<file path="src/rtl/fifo_pkg.sv">
// ============================================================================
// fifo_pkg : shared FSM state type and ratio/count-width helpers for the
//            bus-width converters.  Revision 1.0
// ============================================================================
`default_nettype none

package fifo_pkg;

  typedef enum logic [0:0] {
    IDLE = 1'b0,
    SEND = 1'b1
  } state_t;

  function automatic int ratio_f(input int size_wide, input int size_narrow);
    return size_wide / size_narrow;
  endfunction

  // Keeps the counter at least one bit wide even for degenerate ratios.
  function automatic int cnt_width_f(input int ratio);
    return (ratio > 1) ? $clog2(ratio) : 1;
  endfunction

endpackage

`default_nettype wire

</file>
<file path="src/rtl/bus_width_decrease.sv">
// ============================================================================
// bus_width_decrease : splits SIZE_IN-bit words into SIZE_IN/SIZE_OUT beats,
//   LSB slice first, valid/ready on both sides.  Optional port last_out is
//   enabled by macro BUS_WIDTH_DECREASE_LAST_EN.  Revision 1.0
// ============================================================================
`default_nettype none

module bus_width_decrease
  import fifo_pkg::*;
#(
  parameter int SIZE_IN  = 32,
  parameter int SIZE_OUT = 8
) (
  input  logic                clk,
  input  logic                reset,
  input  logic                valid_in,
  output logic                ready_in,
  input  logic [SIZE_IN-1:0]  data_in,
  output logic                valid_out,
  input  logic                ready_out,
`ifdef BUS_WIDTH_DECREASE_LAST_EN
  output logic                last_out,
`endif
  output logic [SIZE_OUT-1:0] data_out
);

  localparam int c_ratio = ratio_f(SIZE_IN, SIZE_OUT);
  localparam int c_cnt_w = cnt_width_f(c_ratio);
  localparam logic [c_cnt_w-1:0] c_last = c_cnt_w'(c_ratio - 1);

  generate
    if ((SIZE_IN % SIZE_OUT) != 0 || c_ratio < 2) begin : g_bad_param
      $error("bus_width_decrease: SIZE_IN must be a multiple of SIZE_OUT with ratio >= 2");
    end
  endgenerate

  state_t               r_state;
  state_t               w_state_nxt;
  logic [SIZE_IN-1:0]   r_shreg;
  logic [c_cnt_w-1:0]   r_beat_cnt;
  logic                 w_last_beat;
  logic                 w_in_xfer;
  logic                 w_out_xfer;

  assign w_last_beat = (r_beat_cnt == c_last);
  assign w_in_xfer   = valid_in && ready_in;
  assign w_out_xfer  = valid_out && ready_out;

  always_ff @(posedge clk) begin
    if (!reset) r_state <= IDLE;
    else        r_state <= w_state_nxt;
  end

  always_comb begin
    w_state_nxt = r_state;
    case (r_state)
      IDLE: if (w_in_xfer) w_state_nxt = SEND;
      SEND: if (w_out_xfer && w_last_beat && !valid_in) w_state_nxt = IDLE;
      default: w_state_nxt = IDLE;
    endcase
  end

  // ready_in depends combinationally on ready_out so a new word can be taken
  // on the same edge the final beat leaves (no bubble between words).
  always_comb begin
    ready_in  = 1'b0;
    valid_out = 1'b0;
    if (reset) begin
      case (r_state)
        IDLE: ready_in = 1'b1;
        SEND: begin
          valid_out = 1'b1;
          ready_in  = w_last_beat && ready_out;
        end
        default: ready_in = 1'b0;
      endcase
    end
  end

  assign data_out = r_shreg[SIZE_OUT-1:0];

`ifdef BUS_WIDTH_DECREASE_LAST_EN
  assign last_out = valid_out && w_last_beat;
`endif

  always_ff @(posedge clk) begin
    if (!reset) begin
      r_shreg    <= '0;
      r_beat_cnt <= '0;
    end else if (w_in_xfer) begin
      r_shreg    <= data_in;
      r_beat_cnt <= '0;
    end else if (w_out_xfer) begin
      r_shreg    <= r_shreg >> SIZE_OUT;
      r_beat_cnt <= w_last_beat ? '0 : r_beat_cnt + c_cnt_w'(1);
    end
  end

endmodule

`default_nettype wire

</file>
<file path="config.mk">
export PLATFORM = sky130hd
export DESIGN_NAME = bus_width_decrease
export DESIGN_NICKNAME = d
export VERILOG_FILES = /design/src/rtl/fifo_pkg.sv /design/src/rtl/bus_width_decrease.sv
export SDC_FILE = /design/constraint.sdc
export NUM_CORES = 1
export LEC_CHECK = 0
export CAP_MARGIN = 20
export CORE_ASPECT_RATIO = 1.4
export CORE_MARGIN = 2
export CORE_UTILIZATION = 45
export CTS_CLUSTER_DIAMETER = 150
export CTS_CLUSTER_SIZE = 28
export DETAILED_ROUTE_END_ITERATION = 8
export GPL_TIMING_DRIVEN = 0
export HOLD_SLACK_MARGIN = 0.03
export PLACE_DENSITY = 0.82
export SLEW_MARGIN = 10
export SYNTH_ARGS = -nofsm -noshare
export SYNTH_HDL_FRONTEND = slang
export SYNTH_SLANG_ARGS = --single-unit
export TNS_END_PERCENT = 20
</file>
<file path="constraint.sdc">
create_clock -name clk -period 1.5 [get_ports clk]
set_input_delay 0.3 -clock clk [delete_from_list [all_inputs] [get_ports clk]]
set_output_delay 0.3 -clock clk [all_outputs]
set_load 0.03 [all_outputs]
</file>
### Word-level counts from Yosys, hierarchy flattened

Index checks and enable logic that the tools add are counted.

| word-level totals | value |
|---|---|
| register bits after elaboration | 35 |
| word-level logic and storage cells | 25 |

| cells by class | value |
|---|---|
| add/subtract/negate cells | 1 |
| equality and inequality tests | 1 |
| multiplexer cells | 10 |
| bitwise logic cells | 2 |
| reductions and logical operators | 8 |

Operators by type and width:

| operator | count |
|---|---|
| $mux 32 | 2 |
| $logic_and 1x1->1 | 5 |
| $mux 1 | 5 |
| $pmux 1 s2 | 2 |
| $add 2x1->2 const B | 1 |
| $eq 2x2->1 const B | 1 |
| $mux 2 | 1 |
| $not 1->1 | 2 |
| $reduce_bool 2->1 | 1 |
| $reduce_or 2->1 | 1 |
| $logic_not 1->1 | 1 |

### Depth between registers and ports, before layout

Gate-level depths: netlist of the first run.

| depth | value |
|---|---|
| depth in word-level cells | 7 |
| mapped depth | 6 |

### Least setup slack after synthesis of the first run

OpenSTA, ideal clock, no wires.

| timing path | value |
|---|---|
| path type | flip-flop to output port |
| start point | register r_beat_cnt[0] |
| end point | output port ready_in |
| arrival | 1090 ps |
| data required time | 1200 ps |
| setup slack | 110 ps |
| cell stages (with the launch flop) | 5 |
| path buffers | 1 |
| cells stage by stage | dfxtp_1 ha_1 a21bo_1 buf_4 and2_1 |

| on the way | value |
|---|---|
| word-level cells in the longest chain between the ends | 4 |

Ends and longest elaborated chain:

| what | line | source |
|---|---|---|
| start, declared | bus_width_decrease.sv:40 | `logic [c_cnt_w-1:0] r_beat_cnt;` |
| start signal, assigned | bus_width_decrease.sv:95 | `r_beat_cnt <= w_last_beat ? '0 : r_beat_cnt + c_cnt_w'(1);` |
| $eq 2x2->1 | bus_width_decrease.sv:45 | `assign w_last_beat = (r_beat_cnt == c_last);` |
| $logic_and 1x1->1 | bus_width_decrease.sv:73 | `ready_in = w_last_beat && ready_out;` |
| $pmux 1 s2 | bus_width_decrease.sv:69 | `case (r_state)` |
| $mux 1 | bus_width_decrease.sv:68 | `if (reset) begin` |
| end, declared | bus_width_decrease.sv:17 | `output logic ready_in,` |

No other way between the ends.

### Worst setup path after layout of the first run

Same ends and word-level chain as after synthesis.

==> qor.json, run 1 <==
{
  "setup_path": {
    "path_class": "reg2out",
    "reg2reg_slack_ns": 0.02,
    "setup.worst_path.end_class": "output pin",
    "worst_r2r_path_depth": 6,
    "r2r_start": "r_beat_cnt[0]",
    "critical_path_peak_fanout": 7,
    "reg2reg_to": "r_shreg[3]",
    "critical_path_data_arrival_time_ns": 1.36,
    "startpoint": "r_beat_cnt[0]",
    "worst_setup_path_start_kind": "flop",
    "critical_path_required_ns": 1.20
  },
  "sta": {
    "hold_viol_final": 0,
    "fmax_mhz": 603,
    "hold_ws_ns": 0.432,
    "layout_worst_path_cycle_share_pct": 111,
    "slew_headroom_pct": 66.5,
    "max_slew.worst_pin.slew_ns": 0.503,
    "final.min_clock_period_ns": 1.66,
    "final.setup.worst_slack_ns": -0.158,
    "fin_worst_skew_ns": 0.00359,
    "number_of_setup_violations_in_the_final_report": 1,
    "setup_repair_after_global_routing_missed_its_margin": "yes",
    "finalMaxSlewViolations": 0
  },
  "drt": {
    "route.vias.total": 1646,
    "final_antenna_net_count": 0,
    "finalWirelength_um": 4370,
    "detailroute.wirelength.met3_um": 266,
    "highest-signal-layer": "met4",
    "route.met2.wl_um": 2180,
    "post-route-drc-count": 0,
    "detail_route.vias_per_cell": 5.54,
    "wirelength_met1_um": 1810,
    "post_drt_wl_per_cell_um": 14.7,
    "drt_first_iter_violations": 79,
    "drt-pass1-iter-count": 4
  },
  "logic_synthesis": {
    "synth_ff_type": "dfxtp_1",
    "post_synth_num_cell_types": 22,
    "synth_edf_count": 0,
    "synth_async_sr_flop_share_pct": 0,
    "syn_inst": 199,
    "synth_fp_nets": 236,
    "ys_seq_area_share_pct": 42.0,
    "synth_area_um2": 1670,
    "synth.yosys.warnings": 0,
    "syn-mean-instance-area_um2": 8.39,
    "synth.ff_latch_count": 35
  },
  "global_route": {
    "grt_first_pass_wirelength_um": 7570,
    "largest_net_degree_at_the_start_of_global_routing": 11,
    "first_global_vias": 1650,
    "grt_util_all_layers_pct": 22.3,
    "grt-ovfl-total": 0,
    "grt_antenna_before_repair": 0
  },
  "floorplan": {
    "fp-row-count": 26,
    "initial_core_util_pct": 46.2,
    "fp.dieArea_um2": 4220,
    "core_region_area_um2": 3610,
    "fp.dieH_um": 76.1,
    "io_pins": 46,
    "die_x_um": 55.5
  },
  "cts": {
    "htree_levels": 2,
    "cts_made_buffers": 5,
    "clkLatencyLatePin_ns": 0.29,
    "cts_num_sinks": 35,
    "hold_buffers": 0,
    "clk_pin_slew_ns": 0.07,
    "root_buffer": "clkbuf_8",
    "clk_path_buf_depth": 2,
    "tritoncts": "yes"
  },
  "finish": {
    "fin_nets": 291,
    "area_growth_pct": 37.4,
    "final_cell_mix": "nand2_1 (49), clkdlybuf4s50_1 (33), dfxtp_1 (33)",
    "mostFrequentLayoutCell": "nand2_1",
    "insertedDiodeCount": 0,
    "fillCellCount": 332,
    "drive_gt1_share_pct": 18.8
  },
  "pwr": {
    "cellLeakagePower_nw": 0.872,
    "worst_ir_drop_vdd_uv": 677,
    "power_per_cell_area_nw_per_um2": 903,
    "post-layout-total-power_mw": 2.07
  },
  "status": {
    "status": "complete, but fails checks",
    "violated_checks": "negative setup slack"
  },
  "hold_path": {
    "holdPathStages": 3,
    "timing.hold.worst_endpoint": "r_shreg[31]",
    "hold_path_class": "in2reg",
    "hold_path_startpoint": "reset"
  },
  "placed_design": {
    "gpl.final_weighted_congestion": 0.900,
    "buffer_ports.inserted": 45,
    "post-dp-hpwl_um": 3010
  },
  "flow_run": {
    "maxCapViolations": 0
  }
}
-- through the flow --
step                std cells  area, µm²  utilization [%]  TNS (ns)  setup WS (ns)
floorplan                 199       1670                -         0          0.110
global placement          286       2170             60.2    -10.20          -1.11
detailed placement        286       2170             60.2    -10.60          -1.10
CTS                       295       2270             62.8    -0.189         -0.189
global route              297       2290             63.5     -2.52         -0.187
finish                    297       2290             63.5    -0.158         -0.158
-- where the power goes --
group / internal, mW / switching, mW / total (mW)
combinational: 0.209 / 0.197 / 0.406
clock: 0.326 / 0.327 / 0.652
sequential: 0.984 / 0.0291 / 1.01
total: 1.52 / 0.553 / 2.07
-- layer usage --
metal / global-route usage (%) / vias to the layer above
met1: 26.9 / 743
met2: 37.5 / 65
met3: 4.75 / 10
met5: 0 / -
li1: - / 828
met4: 10.0 / 0
-- cells in the mapped netlist, types with 2 or more instances --
cell type	number	area, µm²
a21boi_0	3	22.5
a21boi_1	5	37.5
a31oi_1	24	150
and2_1	4	25.0
and3_1	2	12.5
buf_2	7	35.0
buf_4	14	105
clkbuf_1	6	22.5
dfxtp_1	35	701
nand2_1	49	184
nand3_1	9	45.0
o211ai_1	8	60.1
o31ai_1	24	180
-- kinds of logic after synthesis --
logic type	share of synthesized area (%)
simple gates	16.6
mux	0.899
compound gates	29.3
buf+inv	10.4
fa+ha+maj	0.750
flops	42.0
-- registers in the layout, indices dropped and copies added, names as in the netlist --
register / cells
r_beat_cnt: 2
r_shreg: 32
r_state: 1
-- worst max-delay path: stages (launching register included) --
cell and delay, ns:
dfxtp_2 0.34, ha_4 0.16, a21bo_1 0.17, buf_6 0.13, and2_4 0.15, buf_6 0.13
-- area by class of cell --
cell class | count | area (µm²) | share of cell area [%]
Clock buffer | 7 | 76.3 | 3.33
Tap cell | 42 | 52.6 | 2.29
Multi-Input combinational cell | 136 | 810 | 35.3
Clock inverter | 1 | 5.00 | 0.218
Timing Repair Buffer | 48 | 448 | 19.5
Buffer | 28 | 199 | 8.67
Sequential cell | 35 | 703 | 30.7
-- worst max path at each step --
stage	endpoint	slack (ns)	cells past startpoint
detailed placement	valid_out	-1.10	5
floorplan	ready_in	0.11	4
CTS	ready_in	-0.19	5
global route	ready_in	-0.19	5
finish	ready_in	-0.16	5
global placement	valid_out	-1.11	5
-- what timing repair did --
item                                    CTS  global route
buffers inserted                          1             2
pin swaps                                 1             0
gates resized for setup                  33             5
endpoints found under the setup margin   20            31
Note: power is estimated with default switching activity, not from simulation.
==> run 2, diff against run 1 <==
--- a/config.mk
+++ b/config.mk
@@ -6,7 +6,6 @@
 export NUM_CORES = 1
 export LEC_CHECK = 0
 export CAP_MARGIN = 20
-export CORE_ASPECT_RATIO = 1.4
 export CORE_MARGIN = 2
 export CORE_UTILIZATION = 45
 export CTS_CLUSTER_DIAMETER = 150
@@ -15,6 +14,7 @@
 export GPL_TIMING_DRIVEN = 0
 export HOLD_SLACK_MARGIN = 0.03
 export PLACE_DENSITY = 0.82
+export RECOVER_POWER = 50
 export SLEW_MARGIN = 10
 export SYNTH_ARGS = -nofsm -noshare
 export SYNTH_HDL_FRONTEND = slang
==> run 2 against run 1 <==
The flow still finishes with violations (negative setup slack). Wire length is 4.3% higher. Clock skew is 0.0059 ns higher. Die area is 0.17% lower. Fmax is 4.6% higher. Critical path depth is 1 lower. Worst hold slack better by 0.0019 ns. Clock power is 31% higher. First-iteration DRC count is 38% higher. Sequential cell count stayed put. Setup slack better by 0.073 ns. Critical path type unchanged. Largest power group unchanged.
==> qor.json, run 2 (synthesized netlist as in run 1, its figures left out) <==
{
  "status": {
    "status": "complete, but fails checks",
    "violated_checks": "negative setup slack"
  },
  "finish": {
    "fillCellCount": {"value": 314, "change": "-5.4%"},
    "drive_gt1_share": {"value": 20.2, "unit": "%", "change": "+1.4 points"},
    "area_growth_pct": 38.8,
    "final_instance_area": {"value": 2320, "unit": "µm²", "change": "+1.0%"},
    "mostFrequentLayoutCell": "nand2_1",
    "registers.top_by_ff_count": "r_shreg",
    "final_cell_mix": "nand2_1 (49), clkdlybuf4s50_1 (33), dfxtp_1 (33)",
    "biggestRegsByFlops": "r_shreg (32), r_beat_cnt (2), r_state (1)",
    "largest_reg_flops": {"value": 32, "change": "unchanged"},
    "insertedDiodeCount": {"value": 0, "change": "unchanged"},
    "fin_nets": {"value": 288, "change": "-1.0%"}
  },
  "hold_path": {
    "holdPathStages": {"value": 3, "change": "unchanged"},
    "hold_path_class": "in2reg",
    "hold_path_startpoint": "reset",
    "timing.hold.worst_endpoint": "r_shreg[31]"
  },
  "global_route": {
    "grt_util_all_layers": {"value": 23.1, "unit": "%", "change": "+0.80 points"},
    "first_global_vias": {"value": 1619, "change": "-1.9%"},
    "grt_first_pass_wirelength": {"value": 7380, "unit": "µm", "change": "-2.5%"},
    "grt.busiest_layer": "met2",
    "grt_antenna_before_repair": {"value": 0, "change": "unchanged"},
    "use_met1": {"value": 26.9, "unit": "%", "change": "-0.046 points"},
    "grt-ovfl-total": {"value": 0, "change": "unchanged"},
    "met2_routing_resource_usage_after_global_routing": {"value": 38.9, "unit": "%", "change": "+1.4 points"},
    "largest_net_degree_at_the_start_of_global_routing": {"value": 13, "change": "+2"},
    "grt_use_met3": {"value": 7.64, "unit": "%", "change": "+2.9 points"}
  },
  "sta": {
    "number_of_setup_violations_in_the_final_report": {"value": 1, "change": "unchanged"},
    "fin_setup_tns": {"value": -0.0847, "unit": "ns", "change": "+0.0733 ns"},
    "final.setup.worst_slack": {"value": -0.0847, "unit": "ns", "change": "+0.0733 ns"},
    "fmax": {"value": 631, "unit": "MHz", "change": "+4.6%"},
    "max_slew.worst_pin.slew": {"value": 0.454, "unit": "ns", "change": "-0.0486 ns"},
    "slew_headroom": {"value": 69.7, "unit": "%", "change": "+3.2 points"},
    "final.min_clock_period": {"value": 1.58, "unit": "ns", "change": "-0.0733 ns"},
    "hold_ws": {"value": 0.434, "unit": "ns", "change": "+0.00192 ns"},
    "setup_repair_after_global_routing_missed_its_margin": "yes",
    "fin_worst_skew": {"value": 0.00944, "unit": "ns", "change": "+0.00585 ns"},
    "hold_viol_final": {"value": 0, "change": "unchanged"},
    "finalMaxSlewViolations": {"value": 0, "change": "unchanged"},
    "layout_worst_path_cycle_share": {"value": 106, "unit": "%", "change": "-4.9 points"}
  },
  "flow_run": {
    "maxCapViolations": {"value": 0, "change": "unchanged"}
  },
  "pwr": {
    "worst_ir_drop_vdd": {"value": 569, "unit": "µV", "change": "-16%"},
    "power_per_cell_area": {"value": 983, "unit": "nW/µm²", "change": "+8.8%"},
    "power_frac_comb": {"value": 17.9, "unit": "%", "change": "-1.7 points"},
    "p_int": {"value": 1.68, "unit": "mW", "change": "+11%"},
    "post-layout-total-power": {"value": 2.28, "unit": "mW", "change": "+9.9%"},
    "clock_power_share": {"value": 37.6, "unit": "%", "change": "+6.1 points"},
    "netSwitchingFraction": {"value": 26.0, "unit": "%", "change": "-0.65 points"},
    "cellLeakagePower": {"value": 0.880, "unit": "nW", "change": "+0.87%"},
    "power.net_switching": {"value": 0.593, "unit": "mW", "change": "+7.2%"},
    "pwr-share-seq": {"value": 44.5, "unit": "%", "change": "-4.4 points"}
  },
  "floorplan": {
    "initial_core_util": {"value": 46.3, "unit": "%", "change": "+0.064 points"},
    "fp-row-count": {"value": 22, "change": "-15%"},
    "io_pins": {"value": 46, "change": "unchanged"},
    "die_x": {"value": 64.9, "unit": "µm", "change": "+17%"},
    "fp.dieH": {"value": 64.9, "unit": "µm", "change": "-15%"},
    "fp.dieArea": {"value": 4210, "unit": "µm²", "change": "-0.17%"},
    "core_region_area": {"value": 3610, "unit": "µm²", "change": "-0.14%"}
  },
  "cts": {
    "clk_path_buf_depth": {"value": 2, "change": "unchanged"},
    "htree_levels": {"value": 2, "change": "unchanged"},
    "root_buffer": "clkbuf_8",
    "tritoncts": "yes",
    "clk_pin_slew": {"value": 0.07, "unit": "ns", "change": "about the same"},
    "cts_made_buffers": {"value": 5, "change": "unchanged"},
    "cts_num_sinks": {"value": 35, "change": "unchanged"},
    "clkLatencyLatePin": {"value": 0.29, "unit": "ns", "change": "about the same"}
  },
  "setup_path": {
    "reg2reg_to": "r_shreg[4]",
    "worst_r2r_path_depth": {"value": 6, "change": "unchanged"},
    "setup.worst_path.end_class": "output pin",
    "reg2reg_slack": {"value": 0.08, "unit": "ns", "change": "+0.06 ns"},
    "cp_cell_sequence": "ha_4 > a21bo_4 > and2_4 > buf_6",
    "critical_path_data_arrival_time": {"value": 1.28, "unit": "ns", "change": "-0.08 ns"},
    "worst_setup_path_start_kind": "flop",
    "largest_stage_delay_worst_path": {"value": 0.34, "unit": "ns", "change": "about the same"},
    "critical_path_peak_fanout": {"value": 3, "change": "-4"},
    "path_class": "reg2out",
    "r2r_start": "r_beat_cnt[0]",
    "critical_path_required": {"value": 1.20, "unit": "ns", "change": "about the same"},
    "cp_slowest_cell": "dfxtp_2"
  },
  "placed_design": {
    "placedInstanceArea": {"value": 2180, "unit": "µm²", "change": "+0.35%"},
    "post-dp-hpwl": {"value": 3050, "unit": "µm", "change": "+1.4%"},
    "buffer_ports.inserted": {"value": 45, "change": "unchanged"},
    "dp_worst_setup_slack": {"value": -1.11, "unit": "ns", "change": "-0.0132 ns"},
    "gpl.final_weighted_congestion": {"value": 0.829, "change": "-7.9%"}
  },
  "drt": {
    "detail_route.vias_per_cell": {"value": 5.54, "change": "about the same"},
    "post_drt_wl_per_cell": {"value": 15.2, "unit": "µm", "change": "+3.3%"},
    "finalWirelength": {"value": 4560, "unit": "µm", "change": "+4.3%"},
    "route.vias.total": {"value": 1663, "change": "+1.0%"},
    "drt_first_iter_violations": {"value": 109, "change": "+38%"},
    "drt-pass1-iter-count": {"value": 4, "change": "unchanged"},
    "final_antenna_net_count": {"value": 0, "change": "unchanged"},
    "post-route-drc-count": {"value": 0, "change": "unchanged"}
  }
}
run 2: changes by cell type in the layout (fill, tap and decap cells not counted), sizes merged:
cell and delta:
buf -2, bufinv +1, clkbuf -2, clkinv +1, dlygate4sd2 -1
run 2: repair_timing:
action | 4_1_cts | 5_1_grt
hold buffers | 0 | 0
buffers inserted | 1 | 0
gates resized for setup | 36 | 10
setup endpoints to repair | 16 | 27
pin swaps | 3 | 1
run 2: how the worst max path moves through the flow:
stage | from | to | slack, ns | cells past startpoint
after floorplan | r_beat_cnt[0] | ready_in | 0.11 | 4
after CTS | r_beat_cnt[1] | ready_in | -0.08 | 4
after detailed placement | reset | valid_out | -1.11 | 5
final | r_beat_cnt[0] | ready_in | -0.08 | 4
after global placement | reset | ready_in | -1.10 | 5
after global routing | r_beat_cnt[0] | ready_in | -0.11 | 4
run 2: power by group through the flow:
| stage | logic (mW) | clock network (mW) | registers [mW] |
|---|---|---|---|
| after global routing | 0.439 | 0.893 | 1.02 |
| after floorplan | 0.224 | 0 | 1.03 |
| final | 0.408 | 0.856 | 1.01 |
| after detailed placement | 0.398 | 0 | 1.03 |
| after global placement | 0.391 | 0 | 1.03 |
| after CTS | 0.403 | 0.855 | 1.01 |
run 2: metrics by stage:
stage	utilization [%]	instances
final	64.3	300
after global routing	64.3	300
after detailed placement	60.4	292
after floorplan	-	199
after CTS	64.1	300
after global placement	60.4	292
run 2: area by class of cell:
cell class / count / area [µm²] / share of cell area (%)
multi-input combinational: 136 / 821 / 35.4
sequential: 35 / 703 / 30.3
timing repair buffer: 46 / 428 / 18.5
buffer: 27 / 193 / 8.32
clock buffer: 5 / 68.8 / 2.97
tap: 48 / 60.1 / 2.59
clock inverter: 3 / 43.8 / 1.89
run 2: layer usage:
layer / vias to the layer above / share of wire [%] / routed length, µm
li1: 818 / - / -
met1: 771 / 42 / 1930
met2: 64 / 49 / 2220
met3: 10 / 7.3 / 335
met4: 0 / 1.8 / 80
met5: - / 0 / 0
run 2: critical path: cells and delay by family (launching register included):
kind | cells | cell delay, ns
AOI/OAI and AO/OA | 1 | 0.22
adders and majority gates | 1 | 0.17
DFF | 1 | 0.34
buffers and inverters | 1 | 0.13
and+or+nand+nor | 1 | 0.13
==> run 3, diff against run 2 <==
--- a/config.mk
+++ b/config.mk
@@ -6,6 +6,7 @@
 export NUM_CORES = 1
 export LEC_CHECK = 0
 export CAP_MARGIN = 20
+export CORE_ASPECT_RATIO = 1.75
 export CORE_MARGIN = 2
 export CORE_UTILIZATION = 45
 export CTS_CLUSTER_DIAMETER = 150
==> run 3 against run 2 <==
The flow still finishes with violations (negative setup slack). Clock power down 21%. Fmax rose by 0.99%. Sequential share of layout area increased by 0.67 points. Worst hold slack worse by 0.0089 ns. Die area rose by 0.46%. Core utilization down 1.1 points. Wire length decreased by 6.6%. Register-to-register slack got worse by 0.06 ns. Clock-buffer cell count did not move. Clock skew is essentially flat. Sequential cell count did not move. Largest power group unchanged. Highest routed layer unchanged.
==> qor.json, run 3 (synthesized netlist as in run 1, its figures left out) <==
{
  "pwr": {
    "power_per_cell_area": {"value": 917, "unit": "nW/µm²", "change": "-6.7%"},
    "power.net_switching": {"value": 0.576, "unit": "mW", "change": "-2.8%"},
    "p_int": {"value": 1.50, "unit": "mW", "change": "-11%"},
    "worst_ir_drop_vdd": {"value": 661, "unit": "µV", "change": "+16%"},
    "netSwitchingFraction": {"value": 27.7, "unit": "%", "change": "+1.7 points"},
    "cellLeakagePower": {"value": 0.831, "unit": "nW", "change": "-5.5%"},
    "clock_power_share": {"value": 32.5, "unit": "%", "change": "-5.1 points"},
    "pwr-share-seq": {"value": 48.7, "unit": "%", "change": "+4.2 points"},
    "power_frac_comb": {"value": 18.7, "unit": "%", "change": "+0.8 points"}
  },
  "drt": {
    "route.vias.total": {"value": 1638, "change": "-1.5%"},
    "post-route-drc-count": {"value": 0, "change": "unchanged"},
    "finalWirelength": {"value": 4260, "unit": "µm", "change": "-6.6%"},
    "final_antenna_net_count": {"value": 0, "change": "unchanged"},
    "drt_first_iter_violations": {"value": 42, "change": "-61%"},
    "detail_route.vias_per_cell": {"value": 5.48, "change": "-1.2%"},
    "drt-pass1-iter-count": {"value": 4, "change": "unchanged"},
    "post_drt_wl_per_cell": {"value": 14.2, "unit": "µm", "change": "-6.3%"}
  },
  "hold_path": {
    "hold_path_startpoint": "reset",
    "holdPathStages": {"value": 3, "change": "unchanged"},
    "timing.hold.worst_endpoint": "r_shreg[31]",
    "hold_path_class": "in2reg"
  },
  "sta": {
    "finalMaxSlewViolations": {"value": 0, "change": "unchanged"},
    "hold_viol_final": {"value": 0, "change": "unchanged"},
    "fin_setup_tns": {"value": -0.0692, "unit": "ns", "change": "+0.0155 ns"},
    "final.min_clock_period": {"value": 1.57, "unit": "ns", "change": "-0.0155 ns"},
    "max_slew.worst_pin.slew": {"value": 0.479, "unit": "ns", "change": "+0.0244 ns"},
    "fin_worst_skew": {"value": 0.00929, "unit": "ns", "change": "-0.000150 ns"},
    "slew_headroom": {"value": 68.1, "unit": "%", "change": "-1.6 points"},
    "final.setup.worst_slack": {"value": -0.0692, "unit": "ns", "change": "+0.0155 ns"},
    "number_of_setup_violations_in_the_final_report": {"value": 1, "change": "unchanged"},
    "hold_ws": {"value": 0.425, "unit": "ns", "change": "-0.00886 ns"},
    "layout_worst_path_cycle_share": {"value": 105, "unit": "%", "change": "-1.0 points"},
    "setup_repair_after_global_routing_missed_its_margin": "yes",
    "fmax": {"value": 637, "unit": "MHz", "change": "+0.99%"}
  },
  "setup_path": {
    "reg2reg_slack": {"value": 0.02, "unit": "ns", "change": "-0.06 ns"},
    "worst_r2r_path_depth": {"value": 6, "change": "unchanged"},
    "critical_path_peak_fanout": {"value": 2, "change": "-1"},
    "critical_path_required": {"value": 1.20, "unit": "ns", "change": "about the same"},
    "setup.worst_path.end_class": "output pin",
    "startpoint": "r_beat_cnt[1]",
    "reg2reg_to": "r_shreg[21]",
    "r2r_start": "r_beat_cnt[1]",
    "worst_setup_path_start_kind": "flop",
    "critical_path_data_arrival_time": {"value": 1.27, "unit": "ns", "change": "about the same"},
    "path_class": "reg2out"
  },
  "cts": {
    "clk_pin_slew": {"value": 0.08, "unit": "ns", "change": "about the same"},
    "tritoncts": "yes",
    "root_buffer": "clkbuf_8",
    "cts_num_sinks": {"value": 35, "change": "unchanged"},
    "hold_buffers": {"value": 0, "change": "unchanged"},
    "clk_path_buf_depth": {"value": 2, "change": "unchanged"},
    "htree_levels": {"value": 2, "change": "unchanged"},
    "clkLatencyLatePin": {"value": 0.29, "unit": "ns", "change": "about the same"},
    "cts_made_buffers": {"value": 5, "change": "unchanged"}
  },
  "global_route": {
    "grt_antenna_before_repair": {"value": 0, "change": "unchanged"},
    "first_global_vias": {"value": 1652, "change": "+2.0%"},
    "grt_util_all_layers": {"value": 22.2, "unit": "%", "change": "-0.93 points"},
    "largest_net_degree_at_the_start_of_global_routing": {"value": 13, "change": "unchanged"},
    "grt_first_pass_wirelength": {"value": 7310, "unit": "µm", "change": "-1.0%"},
    "grt-ovfl-total": {"value": 0, "change": "unchanged"}
  },
  "placed_design": {
    "buffer_ports.inserted": {"value": 45, "change": "unchanged"},
    "post-dp-hpwl": {"value": 3060, "unit": "µm", "change": "+0.27%"},
    "dp_cells": {"value": 290, "change": "-0.68%"},
    "gpl.final_weighted_congestion": {"value": 0.849, "change": "+2.4%"},
    "dp_worst_setup_slack": {"value": -1.12, "unit": "ns", "change": "-0.00681 ns"}
  },
  "floorplan": {
    "fp.dieH": {"value": 84.6, "unit": "µm", "change": "+30%"},
    "die_x": {"value": 50.0, "unit": "µm", "change": "-23%"},
    "core_region_area": {"value": 3590, "unit": "µm²", "change": "-0.38%"},
    "fp.dieArea": {"value": 4230, "unit": "µm²", "change": "+0.46%"},
    "initial_core_util": {"value": 46.5, "unit": "%", "change": "+0.18 points"},
    "io_pins": {"value": 46, "change": "unchanged"},
    "fp-row-count": {"value": 29, "change": "+32%"}
  },
  "finish": {
    "fin_nets": {"value": 289, "change": "+0.35%"},
    "mostFrequentLayoutCell": "nand2_1",
    "area_growth_pct": 35.8,
    "final_cell_mix": "nand2_1 (49), clkdlybuf4s50_1 (33), dfxtp_1 (33)",
    "registers.top_by_ff_count": "r_shreg",
    "largest_reg_flops": {"value": 32, "change": "unchanged"},
    "fin_util": {"value": 63.1, "unit": "%", "change": "-1.1 points"},
    "biggestRegsByFlops": "r_shreg (32), r_beat_cnt (2), r_state (1)",
    "finish.cell_count_without_fillers": {"value": 299, "change": "-0.33%"},
    "fillCellCount": {"value": 329, "change": "+4.8%"},
    "drive_gt1_share": {"value": 17.4, "unit": "%", "change": "-2.8 points"},
    "insertedDiodeCount": {"value": 0, "change": "unchanged"}
  },
  "flow_run": {
    "maxCapViolations": {"value": 0, "change": "unchanged"}
  },
  "status": {
    "violated_checks": "negative setup slack",
    "status": "complete, but fails checks"
  }
}
==> run 3: cell types whose count changed in the layout (fill, tap and decap cells not counted), sizes merged <==
cell	before	now
clkbuf	14	21
buf	29	23
clkinvlp	0	2
bufinv	1	0
clkinv	2	1
==> run 3: critical path, stage by stage, from the launching register on <==
cell and delay (ns):
dfxtp_2 0.34, ha_4 0.16, a21bo_4 0.21, and2_4 0.13, buf_6 0.13
==> run 3: cell type report <==
| class | count | area, µm² | share of cell area [%] |
|---|---|---|---|
| Multi-Input combinational cell | 136 | 816 | 36.0 |
| Sequential cell | 35 | 703 | 31.0 |
| Timing Repair Buffer | 47 | 413 | 18.2 |
| Buffer | 27 | 189 | 8.33 |
| Clock buffer | 5 | 68.8 | 3.04 |
| Tap cell | 46 | 57.6 | 2.54 |
| Clock inverter | 3 | 20.0 | 0.883 |
==> run 3: layer usage <==
layer,wire length (µm),global-route usage [%],vias up
met5,0,0,-
met4,88,11.1,0
met3,228,4.45,9
met2,2270,38.0,58
met1,1660,25.3,753
li1,-,-,818
==> run 3: worst max-delay path by stage <==
stage	endpoint	slack [ns]	cells past startpoint
2_1_floorplan	ready_in	0.11	4
3_5_place_dp	valid_out	-1.12	5
6_report	ready_in	-0.07	4
4_1_cts	ready_in	-0.07	4
5_1_grt	r_shreg[14]	-0.12	6
3_3_place_gp	valid_out	-1.10	5
==> run 3: power by group through the flow <==
stage          sequential, mW  combinational (mW)  clock [mW]
2_1_floorplan            1.03               0.224           0
3_3_place_gp             1.03               0.392           0
3_5_place_dp             1.03               0.396           0
4_1_cts                  1.01               0.400       0.682
5_1_grt                  1.02               0.426       0.725
6_report                 1.01               0.390       0.676
==> run 3: what timing repair did <==
item	4_1_cts	5_1_grt
setup endpoints to repair	17	32
setup buffers	2	0
hold endpoints to repair	0	0
cloned	0	0
pin swaps	3	0
resized for setup	36	5
==> run 3: stage by stage <==
step / total power, mW / instance area [µm²]
final: 2.08 / 2270
after global routing: 2.17 / 2270
after CTS: 2.09 / 2290
after detailed placement: 1.43 / 2180
after global placement: 1.42 / 2180
after floorplan: 1.25 / 1670
